==> config.mk <==
export PLATFORM = sky130hd
export DESIGN_NAME = vfifo_packet_arbiter_flat
export DESIGN_NICKNAME = d
export VERILOG_FILES = /design/src/rtl/vfifo_packet_arbiter_pkg.sv /design/src/rtl/vfifo_packet_arbiter_if.sv /design/src/rtl/vfifo_packet_arbiter_rr_arbiter.sv /design/src/rtl/vfifo_packet_arbiter.sv /design/src/flat_wrapper.sv
export SDC_FILE = /design/constraint.sdc
export NUM_CORES = 1
export LEC_CHECK = 0
export ABC_AREA = 1
export CAP_MARGIN = 20
export CORE_AREA = 3 3 129 131
export DETAILED_ROUTE_END_ITERATION = 6
export DIE_AREA = 0 0 132 134
export GPL_TIMING_DRIVEN = 0
export HOLD_SLACK_MARGIN = 0.02
export PLACE_DENSITY = 0.76
export SLEW_MARGIN = 20
export SYNTH_ARGS = -nofsm -noshare
export SYNTH_HDL_FRONTEND = slang
export SYNTH_HIERARCHICAL = 1
export SYNTH_SLANG_ARGS = --single-unit
export TNS_END_PERCENT = 10
==> constraint.sdc <==
create_clock -name aclk -period 3.3 [get_ports aclk]
set_input_delay 0.495 -clock aclk [delete_from_list [all_inputs] [get_ports aclk]]
set_output_delay 0.495 -clock aclk [all_outputs]
set_load 0.02 [all_outputs]
==> src/rtl/vfifo_packet_arbiter_pkg.sv <==
`default_nettype none
// ============================================================================
//  Module   : vfifo_pkg (package)
//  Purpose  : Shared definitions for the virtual-FIFO packed-stream blocks
//             (packet arbiter, stream expander and its packing counterpart):
//             header field offsets, packet-parser state encoding and a
//             header field extractor.
//  Ports    : none (package)
//  Revision : 1.0 - initial release
// ============================================================================
package vfifo_pkg;

  // Header beat layout (low 32 bits of the header beat)
  localparam int TID_LSB      = 0;
  localparam int TDEST_LSB    = 8;
  localparam int BEAT_CNT_LSB = 16;
  localparam int BEAT_CNT_W   = 8;
  localparam int KEEP_CNT_LSB = 24;

  typedef enum logic [1:0] {
    IDLE   = 2'd0,
    HEADER = 2'd1,
    DATA   = 2'd2
  } state_t;

  // Number of data beats following the header, minus one
  function automatic logic [BEAT_CNT_W-1:0] hdr_beat_cnt(input logic [31:0] hdr);
    return hdr[BEAT_CNT_LSB +: BEAT_CNT_W];
  endfunction

endpackage
`default_nettype wire

==> src/rtl/vfifo_packet_arbiter_if.sv <==
`default_nettype none
// ============================================================================
//  Module   : vfifo_packet_arbiter_if
//  Purpose  : Bundles the NUM_PORTS source streams and the merged
//             initiator stream of the virtual-FIFO packet arbiter.
//  Modports : master - the arbiter (consumes target_*, drives initiator_*)
//             slave  - the environment (drives target_*, consumes initiator_*)
//  Revision : 1.0 - initial release
// ============================================================================
interface vfifo_packet_arbiter_if #(
  parameter int NUM_PORTS   = 4,
  parameter int TDATA_BYTES = 8
);

  logic [NUM_PORTS-1:0]               target_tvalid;
  logic [NUM_PORTS-1:0]               target_tready;
  logic [NUM_PORTS*8*TDATA_BYTES-1:0] target_tdata;
  logic                               initiator_tvalid;
  logic                               initiator_tready;
  logic [8*TDATA_BYTES-1:0]           initiator_tdata;
  logic                               initiator_tlast;

  modport master (
    input  target_tvalid, target_tdata, initiator_tready,
    output target_tready, initiator_tvalid, initiator_tdata, initiator_tlast
  );

  modport slave (
    output target_tvalid, target_tdata, initiator_tready,
    input  target_tready, initiator_tvalid, initiator_tdata, initiator_tlast
  );

endinterface
`default_nettype wire

==> src/rtl/vfifo_packet_arbiter_rr_arbiter.sv <==
`default_nettype none
// ============================================================================
//  Module   : rr_arbiter
//  Purpose  : Combinational round-robin next-index finder. Searches req
//             starting at last+1, wrapping NUM_PORTS-1 -> 0; last itself
//             has the lowest priority so a lone requester is re-found.
//  Ports    : req  in  NUM_PORTS  request vector
//             last in  IDX_W      previously granted index
//             hit  out 1          at least one request present
//             idx  out IDX_W      winning index (== last when no hit)
//  Revision : 1.0 - initial release
// ============================================================================
module rr_arbiter #(
  parameter  int NUM_PORTS = 4,
  localparam int IDX_W     = $clog2(NUM_PORTS)
) (
  input  logic [NUM_PORTS-1:0] req,
  input  logic [IDX_W-1:0]     last,
  output logic                 hit,
  output logic [IDX_W-1:0]     idx
);

  int j;

  // Walk from the farthest offset to the nearest so the nearest hit wins.
  always_comb begin
    hit = 1'b0;
    idx = last;
    j   = 0;
    for (int off = NUM_PORTS; off >= 1; off--) begin
      j = int'(last) + off;
      if (j >= NUM_PORTS) j = j - NUM_PORTS;
      if (req[j[IDX_W-1:0]]) begin
        hit = 1'b1;
        idx = j[IDX_W-1:0];
      end
    end
  end

endmodule
`default_nettype wire

==> src/rtl/vfifo_packet_arbiter.sv <==
`default_nettype none
// ============================================================================
//  Module   : vfifo_packet_arbiter
//  Purpose  : Packet-granular round-robin arbiter sharing the virtual-FIFO
//             write channel between NUM_PORTS packed-stream sources. The
//             granted port's header gives the packet length (beat_cnt+1
//             data beats); the grant is held for the whole packet.
//  Ports    : aclk       in   clock
//             areset     in   asynchronous active-high reset
//             bus        if   master modport (target_* in, initiator_* out)
//             grant_idx  out  currently / last granted port
//             busy       out  packet in flight (HEADER or DATA)
//             pkt_count  out  per-port 32-bit packet counters
//                             (only when VFIFO_ARB_STATS_EN is defined)
//  Options  : VFIFO_ARB_STATS_EN - adds pkt_count
//  Revision : 1.0 - initial release
// ============================================================================
module vfifo_packet_arbiter
  import vfifo_pkg::*;
#(
  parameter  int NUM_PORTS   = 4,
  parameter  int TDATA_BYTES = 8,
  parameter  int TID_WIDTH   = 4,
  parameter  int TDEST_WIDTH = 1,
  localparam int IDX_W       = $clog2(NUM_PORTS),
  localparam int DW          = 8 * TDATA_BYTES
) (
  input  logic                     aclk,
  input  logic                     areset,
  vfifo_packet_arbiter_if.master   bus,
  output logic [IDX_W-1:0]         grant_idx,
  output logic                     busy
`ifdef VFIFO_ARB_STATS_EN
  ,
  output logic [NUM_PORTS*32-1:0]  pkt_count
`endif
);

  // Header fields must fit below the beat-count field of a 32-bit header.
  if (TDATA_BYTES < 4 || NUM_PORTS < 2 || NUM_PORTS > 16 ||
      TID_WIDTH > (TDEST_LSB - TID_LSB) ||
      TDEST_WIDTH > (BEAT_CNT_LSB - TDEST_LSB)) begin : g_cfg_err
    $error("vfifo_packet_arbiter: unsupported parameter combination");
  end

  state_t                state, state_nxt;
  logic [BEAT_CNT_W-1:0] cnt, cnt_nxt;
  logic [IDX_W-1:0]      grant_nxt;
  logic                  slot_free;
  logic                  sel_valid;
  logic [DW-1:0]         sel_data;
  logic                  accept;
  logic                  last_beat;
  logic                  arb_hit;
  logic [IDX_W-1:0]      arb_idx;

  // The output register can take a beat when empty or being drained.
  assign slot_free = bus.initiator_tready || !bus.initiator_tvalid;
  assign sel_valid = bus.target_tvalid[grant_idx];
  assign sel_data  = bus.target_tdata[grant_idx*DW +: DW];
  assign accept    = slot_free && (state != IDLE) && sel_valid;
  assign last_beat = (state == DATA) && (cnt == '0);
  assign busy      = (state != IDLE);

  always_comb begin
    bus.target_tready = '0;
    if (slot_free && (state != IDLE)) bus.target_tready[grant_idx] = 1'b1;
  end

  rr_arbiter #(.NUM_PORTS(NUM_PORTS)) u_rr (
    .req  (bus.target_tvalid),
    .last (grant_idx),
    .hit  (arb_hit),
    .idx  (arb_idx)
  );

  always_comb begin
    state_nxt = state;
    cnt_nxt   = cnt;
    grant_nxt = grant_idx;
    case (state)
      IDLE: begin
        if (arb_hit) begin
          grant_nxt = arb_idx;
          state_nxt = HEADER;
        end
      end
      HEADER: begin
        if (accept) begin
          cnt_nxt   = hdr_beat_cnt(sel_data[31:0]);
          state_nxt = DATA;
        end
      end
      DATA: begin
        if (accept) begin
          if (cnt == '0) state_nxt = IDLE;
          else           cnt_nxt   = cnt - 1'b1;
        end
      end
      default: state_nxt = IDLE;
    endcase
  end

  always_ff @(posedge aclk or posedge areset) begin
    if (areset) begin
      state     <= IDLE;
      cnt       <= '0;
      grant_idx <= IDX_W'(NUM_PORTS - 1);
    end else begin
      state     <= state_nxt;
      cnt       <= cnt_nxt;
      grant_idx <= grant_nxt;
    end
  end

  always_ff @(posedge aclk or posedge areset) begin
    if (areset) begin
      bus.initiator_tvalid <= 1'b0;
      bus.initiator_tlast  <= 1'b0;
      bus.initiator_tdata  <= '0;
    end else if (accept) begin
      bus.initiator_tvalid <= 1'b1;
      bus.initiator_tlast  <= last_beat;
      bus.initiator_tdata  <= sel_data;
    end else if (bus.initiator_tready) begin
      // Beat consumed with nothing new behind it; data is left as-is.
      bus.initiator_tvalid <= 1'b0;
      bus.initiator_tlast  <= 1'b0;
    end
  end

`ifdef VFIFO_ARB_STATS_EN
  for (genvar p = 0; p < NUM_PORTS; p++) begin : g_stats
    logic [31:0] count;
    always_ff @(posedge aclk or posedge areset) begin
      if (areset)
        count <= '0;
      else if (accept && last_beat && (grant_idx == IDX_W'(p)))
        count <= count + 32'd1;
    end
    assign pkt_count[p*32 +: 32] = count;
  end
`endif

endmodule
`default_nettype wire

==> src/flat_wrapper.sv <==
// flat-port wrapper written by rule: the top's interface ports become plain ports
module vfifo_packet_arbiter_flat import vfifo_pkg::*;
#(
  parameter  int NUM_PORTS   = 4,
  parameter  int TDATA_BYTES = 8,
  parameter  int TID_WIDTH   = 4,
  parameter  int TDEST_WIDTH = 1,
  localparam int IDX_W       = $clog2(NUM_PORTS),
  localparam int DW          = 8 * TDATA_BYTES
)
  (aclk, areset, grant_idx, busy, bus_target_tvalid, bus_target_tdata, bus_initiator_tready, bus_target_tready, bus_initiator_tvalid, bus_initiator_tdata, bus_initiator_tlast);
  vfifo_packet_arbiter_if #(.NUM_PORTS(NUM_PORTS), .TDATA_BYTES(TDATA_BYTES)) bus_i ();
  input  logic aclk;
  input  logic areset;
  output logic [IDX_W-1:0] grant_idx;
  output logic busy;
  input wire logic [$bits(bus_i.target_tvalid)-1:0] bus_target_tvalid;
  input wire logic [$bits(bus_i.target_tdata)-1:0] bus_target_tdata;
  input wire logic [$bits(bus_i.initiator_tready)-1:0] bus_initiator_tready;
  output wire logic [$bits(bus_i.target_tready)-1:0] bus_target_tready;
  output wire logic [$bits(bus_i.initiator_tvalid)-1:0] bus_initiator_tvalid;
  output wire logic [$bits(bus_i.initiator_tdata)-1:0] bus_initiator_tdata;
  output wire logic [$bits(bus_i.initiator_tlast)-1:0] bus_initiator_tlast;
  assign bus_i.target_tvalid = bus_target_tvalid;
  assign bus_i.target_tdata = bus_target_tdata;
  assign bus_i.initiator_tready = bus_initiator_tready;
  assign bus_target_tready = bus_i.target_tready;
  assign bus_initiator_tvalid = bus_i.initiator_tvalid;
  assign bus_initiator_tdata = bus_i.initiator_tdata;
  assign bus_initiator_tlast = bus_i.initiator_tlast;
  vfifo_packet_arbiter #(.NUM_PORTS(NUM_PORTS), .TDATA_BYTES(TDATA_BYTES), .TID_WIDTH(TID_WIDTH), .TDEST_WIDTH(TDEST_WIDTH)) u_core (.aclk(aclk), .areset(areset), .bus(bus_i), .grant_idx(grant_idx), .busy(busy));
endmodule
==> results.txt <==
* Outcome: complete, no violations
* Maximum operating frequency: 340 MHz
- DRC violation total after the first TritonRoute iteration: a little over 400
- Port buffering added approximately 340 buffers.
- Measured along the x axis, the die boundary spans 132 um.
- For this run, the total global-route usage over all layers was measured as 26.5%.
- Synthesis produced a netlist with a net count of slightly above 1000.
- The count of nets left with antenna violations once routing finished came out at 0.
- Hold Crit Start: u_core/bus.initiator_tdata[22]$_DFFE_PP0P_
* Overall power after layout: 7970 uW
- Int Pwr: about 4000 uW
* Sequential share of the synthesized area: roughly two fifths
* Endpoint kind of the worst setup timing path: output port
- Final standard cell area without fillers: 9070 um^2
- After detailed routing, the number of vias per cell comes to 4.97.
- Of all nets on the critical path, the largest fanout is 11.
- Synth-to-Final Area Change: 77.7%
* Worst-path cell chain: inv_2, clkbuf_1, nor3_1, clkdlybuf4s50_1
* Reg-to-reg critical path startpoint: u_core/grant_idx[0]$_DFFE_PP1P_
- After floorplanning, the core was sized to cover approximately 16000 um^2.
- Number of levels in the clock H-tree: 3
- Switching pwr: 3850 uW
- Across the run, the number of max-cap violations was 0.
* I/O pins: 336
- Once detailed placement completed, the half-perimeter wirelength came to 18800 um.
* Total routed wirelength: about 24000 um
- Min Tclk post-route: 2.94 ns
- Distinct cell type count of the synthesized netlist: 30
- For the worst setup path, the data required time is 2.80 ns.
- Cells taking the most area after synthesis: dfrtp_1 (37%), nand2_1 (23%), nand3_1 (13%)
- Routed via count: 6646
* Total number of clock tree sinks: 78
- Post-CTS repair changed the size of 0 cells.
- Clock latency on the worst-skew pair, taken at its later pin, is around 0.34 ns.
- Final layout net count: 1381
- Cell type with the largest total area after synthesis: dfrtp_1
- Adding up every negative setup slack in the final design gives 0 ns.
* Final Instance Count excl. Fillers: 1337
* Initial cell density of the core: about a third
- Path type of the worst min-delay path: register to register
- TritonCTS built the clock tree.
- Clock share of power: a little over an eighth
- Combinational group share of total power: 65.4%
* Layout cells sized above 1: 6.51%
- Num CTS Buffers: 9
- The kind of cell with the highest combined delay along the critical path is buffers and inverters.
* Cell area power density: ~880 nW/um^2
- Synth Register Bits: 78
- Total congestion overflow after global routing: 0
- The first global-routing pass estimated about 36000 um of wire.
- Worst setup path start: u_core/grant_idx[1]$_DFFE_PP1P_
* Total die area: between 15000 and 20000 um^2
- The total count of hold-check failures in the final report was 0.
- On the critical path, the stage with the largest delay is an instance of dfstp_2.
* Slew headroom: a little under half
* Reg power frac: 21.4%
- The number of slew-limit violations in the final report is 0.
- Hold buffer count at cts: 0
* Unrepaired setup endpoints after global routing: no
- The worst setup path is launched from a register.
- Crit path DAT: between 2 and 2.5 ns
* Number of global-route vias before repair: 6458
* Post-synthesis area per instance: 6.64 um^2
* Post-synthesis cell area: between 5000 and 6000 um^2
- In this run the cell area measured after placement is about 9000 um^2.
* Number of warnings issued by yosys: 6
* Leakage: 0.00406 uW
- Buffer count from post-CTS setup fixing: 0
* Worst supply voltage drop on vdd: approximately 0.35 mV
- The worst path uses about nine tenths of the clock period.
* Final weighted congestion in routability-driven placement: ~0.89
- After synthesis, the largest area contributor takes up 37.3% of total cell area.
- # diodes: 0
- Largest net degree at the start of global routing: 50
- CTS clk-pin slew, worst paths: roughly 0.06 ns
- Counting both buffers and inverters, the worst setup path holds a total of 3.
- The longest clock path from root to sink contains 2 buffers.
- Y dimension of the die: 134 um
- Largest stage delay, worst path: 0.68 ns
- CTS placed an instance of clkbuf_16 at the clock tree root.
* Count of final setup violators: 0
* Transition at the pin with the smallest max-transition slack: just over 0.8 ns
* Final routed DRC violation total: 0
- On the final layout, the worst clock skew is 0.00741 ns.
* DRT Pass-1 Iters: 5
- Of the total power, the share spent switching nets is about half.
* Synthesized instance count: 769
* Placed Cells incl. Taps: approximately 1300
- After detailed routing, the average wire length per cell comes to approximately 18 um.
- The worst setup path is of the register to output port kind.
- Number of placement rows: 46
* Initial antenna violation count: 0
-- cell usage in the layout, fill, tap and decap left out --
cell type        synthesis  routed
buf_8                    1       1
buf_1                    1       1
inv_1                   24      23
clkbuf_1                10      12
o21ai_2                  1       1
nor2_4                   2       2
a22oi_1                  1       1
buf_4                    4       4
or2_2                    1       1
a21oi_1                 61      61
nand3_1                131     131
clkbuf_16                0       9
inv_4                    1       2
o21ai_1                 14      14
nor3_1                   3       3
nor2_1                  15      15
inv_2                    5       5
nand3_2                  1       1
buf_16                   0       1
nand2_1                313     313
nand4_1                 11      11
dfrtp_1                 76      76
buf_2                   23      23
o21ai_0                 49      49
a21oi_2                  1       1
clkdlybuf4s50_1          0     335
nand2_2                  3       3
inv_6                    0       1
buf_6                    9       9
xor2_1                   1       1
nor2_2                   2       2
ha_1                     2       2
nand2_4                  1       1
bufinv_16                0       1
clkbuf_8                 0       3
dfstp_2                  2       2
-- area by class of cell --
class / count / area, um^2
fill: 1525 / 6640
timing repair buffer: 336 / 3380
multi-input combinational: 613 / 2730
sequential: 78 / 1950
buffer: 48 / 303
clock buffer: 14 / 274
tap: 216 / 270
inverter: 30 / 118
clock inverter: 2 / 38.8
-- flip-flops by register name, summed over array words and instances, names as in the netlist --
register                     count
u_core/state                     2
u_core/grant_idx                 2
u_core/bus.initiator_tdata      64
u_core/bus.initiator_tlast       1
u_core/cnt                       8
u_core/bus.initiator_tvalid      1
-- cells by family (layout without fill, tap and decap cells) --
group	count (synthesis)	in the layout	synth area share [%]
flip-flops	78	78	38.3
XOR/XNOR	1	1	0.172
buffers and inverters	78	430	8.19
AO/OA/AOI/OAI	127	127	12.7
AND/OR/NAND/NOR	483	483	40.2
adder cells (fa/ha/maj)	2	2	0.490
-- metrics by stage --
stage / util, % / setup WS, ns / hold slack (ns)
after floorplan: - / 0.813 / 0.471
after global placement: 55.5 / -0.614 / 0.464
after detailed placement: 55.7 / 0.621 / 0.464
after CTS: 57.7 / 0.328 / 0.481
after global routing: 57.7 / 0.276 / 0.504
final: 57.7 / 0.356 / 0.477
-- worst paths after layout --
kind	cells past startpoint	slack, ns	to
min in group asynchronous	2	0.52	u_core/bus.initiator_tdata[25]$_DFFE_PP0P_
setup / recovery	4	0.36	bus_target_tready[2]
hold reg to reg	2	0.48	u_core/bus.initiator_tdata[22]$_DFFE_PP0P_
setup reg to reg	6	1.34	u_core/bus.initiator_tdata[13]$_DFFE_PP0P_
max in group asynchronous	3	2.18	u_core/bus.initiator_tdata[56]$_DFFE_PP0P_
hold / removal	2	0.48	u_core/bus.initiator_tdata[22]$_DFFE_PP0P_
-- worst min-delay path, stage by stage, from the launching register on --
cell,delay [ns]
dfrtp_1,0.34
nand2_1,0.05
nand2_1,0.05
-- metal layers --
layer / track usage [%] / vias up / share of wire [%]
met5: 0 / - / 0
met4: 9.22 / 0 / 2.4
met3: 6.30 / 35 / 8.3
met2: 45.5 / 303 / 48
met1: 32.7 / 3075 / 41
li1: - / 3233 / -
-- cell usage after synthesis --
cell type / n
clkbuf_1: 10
xor2_1: 1
nand3_2: 1
buf_1: 1
nor3_1: 3
inv_1: 24
dfrtp_1: 76
inv_2: 5
buf_2: 23
a22oi_1: 1
o21ai_1: 14
dfstp_2: 2
nor2_1: 15
a21oi_1: 61
o21ai_0: 49
nand4_1: 11
inv_4: 1
nor2_4: 2
nand2_4: 1
or2_2: 1
nand2_1: 313
a21oi_2: 1
ha_1: 2
nand3_1: 131
buf_4: 4
o21ai_2: 1
buf_6: 9
nor2_2: 2
nand2_2: 3
buf_8: 1
-- power by group through the flow --
stage	logic, uW	clock network, uW	registers, uW
after global routing	5700	1110	1760
after CTS	5230	1070	1700
after floorplan	2570	0	2130
after detailed placement	5220	0	1710
final	5210	1050	1700
after global placement	5150	0	1700
Note: power is estimated with default switching activity, not from simulation.
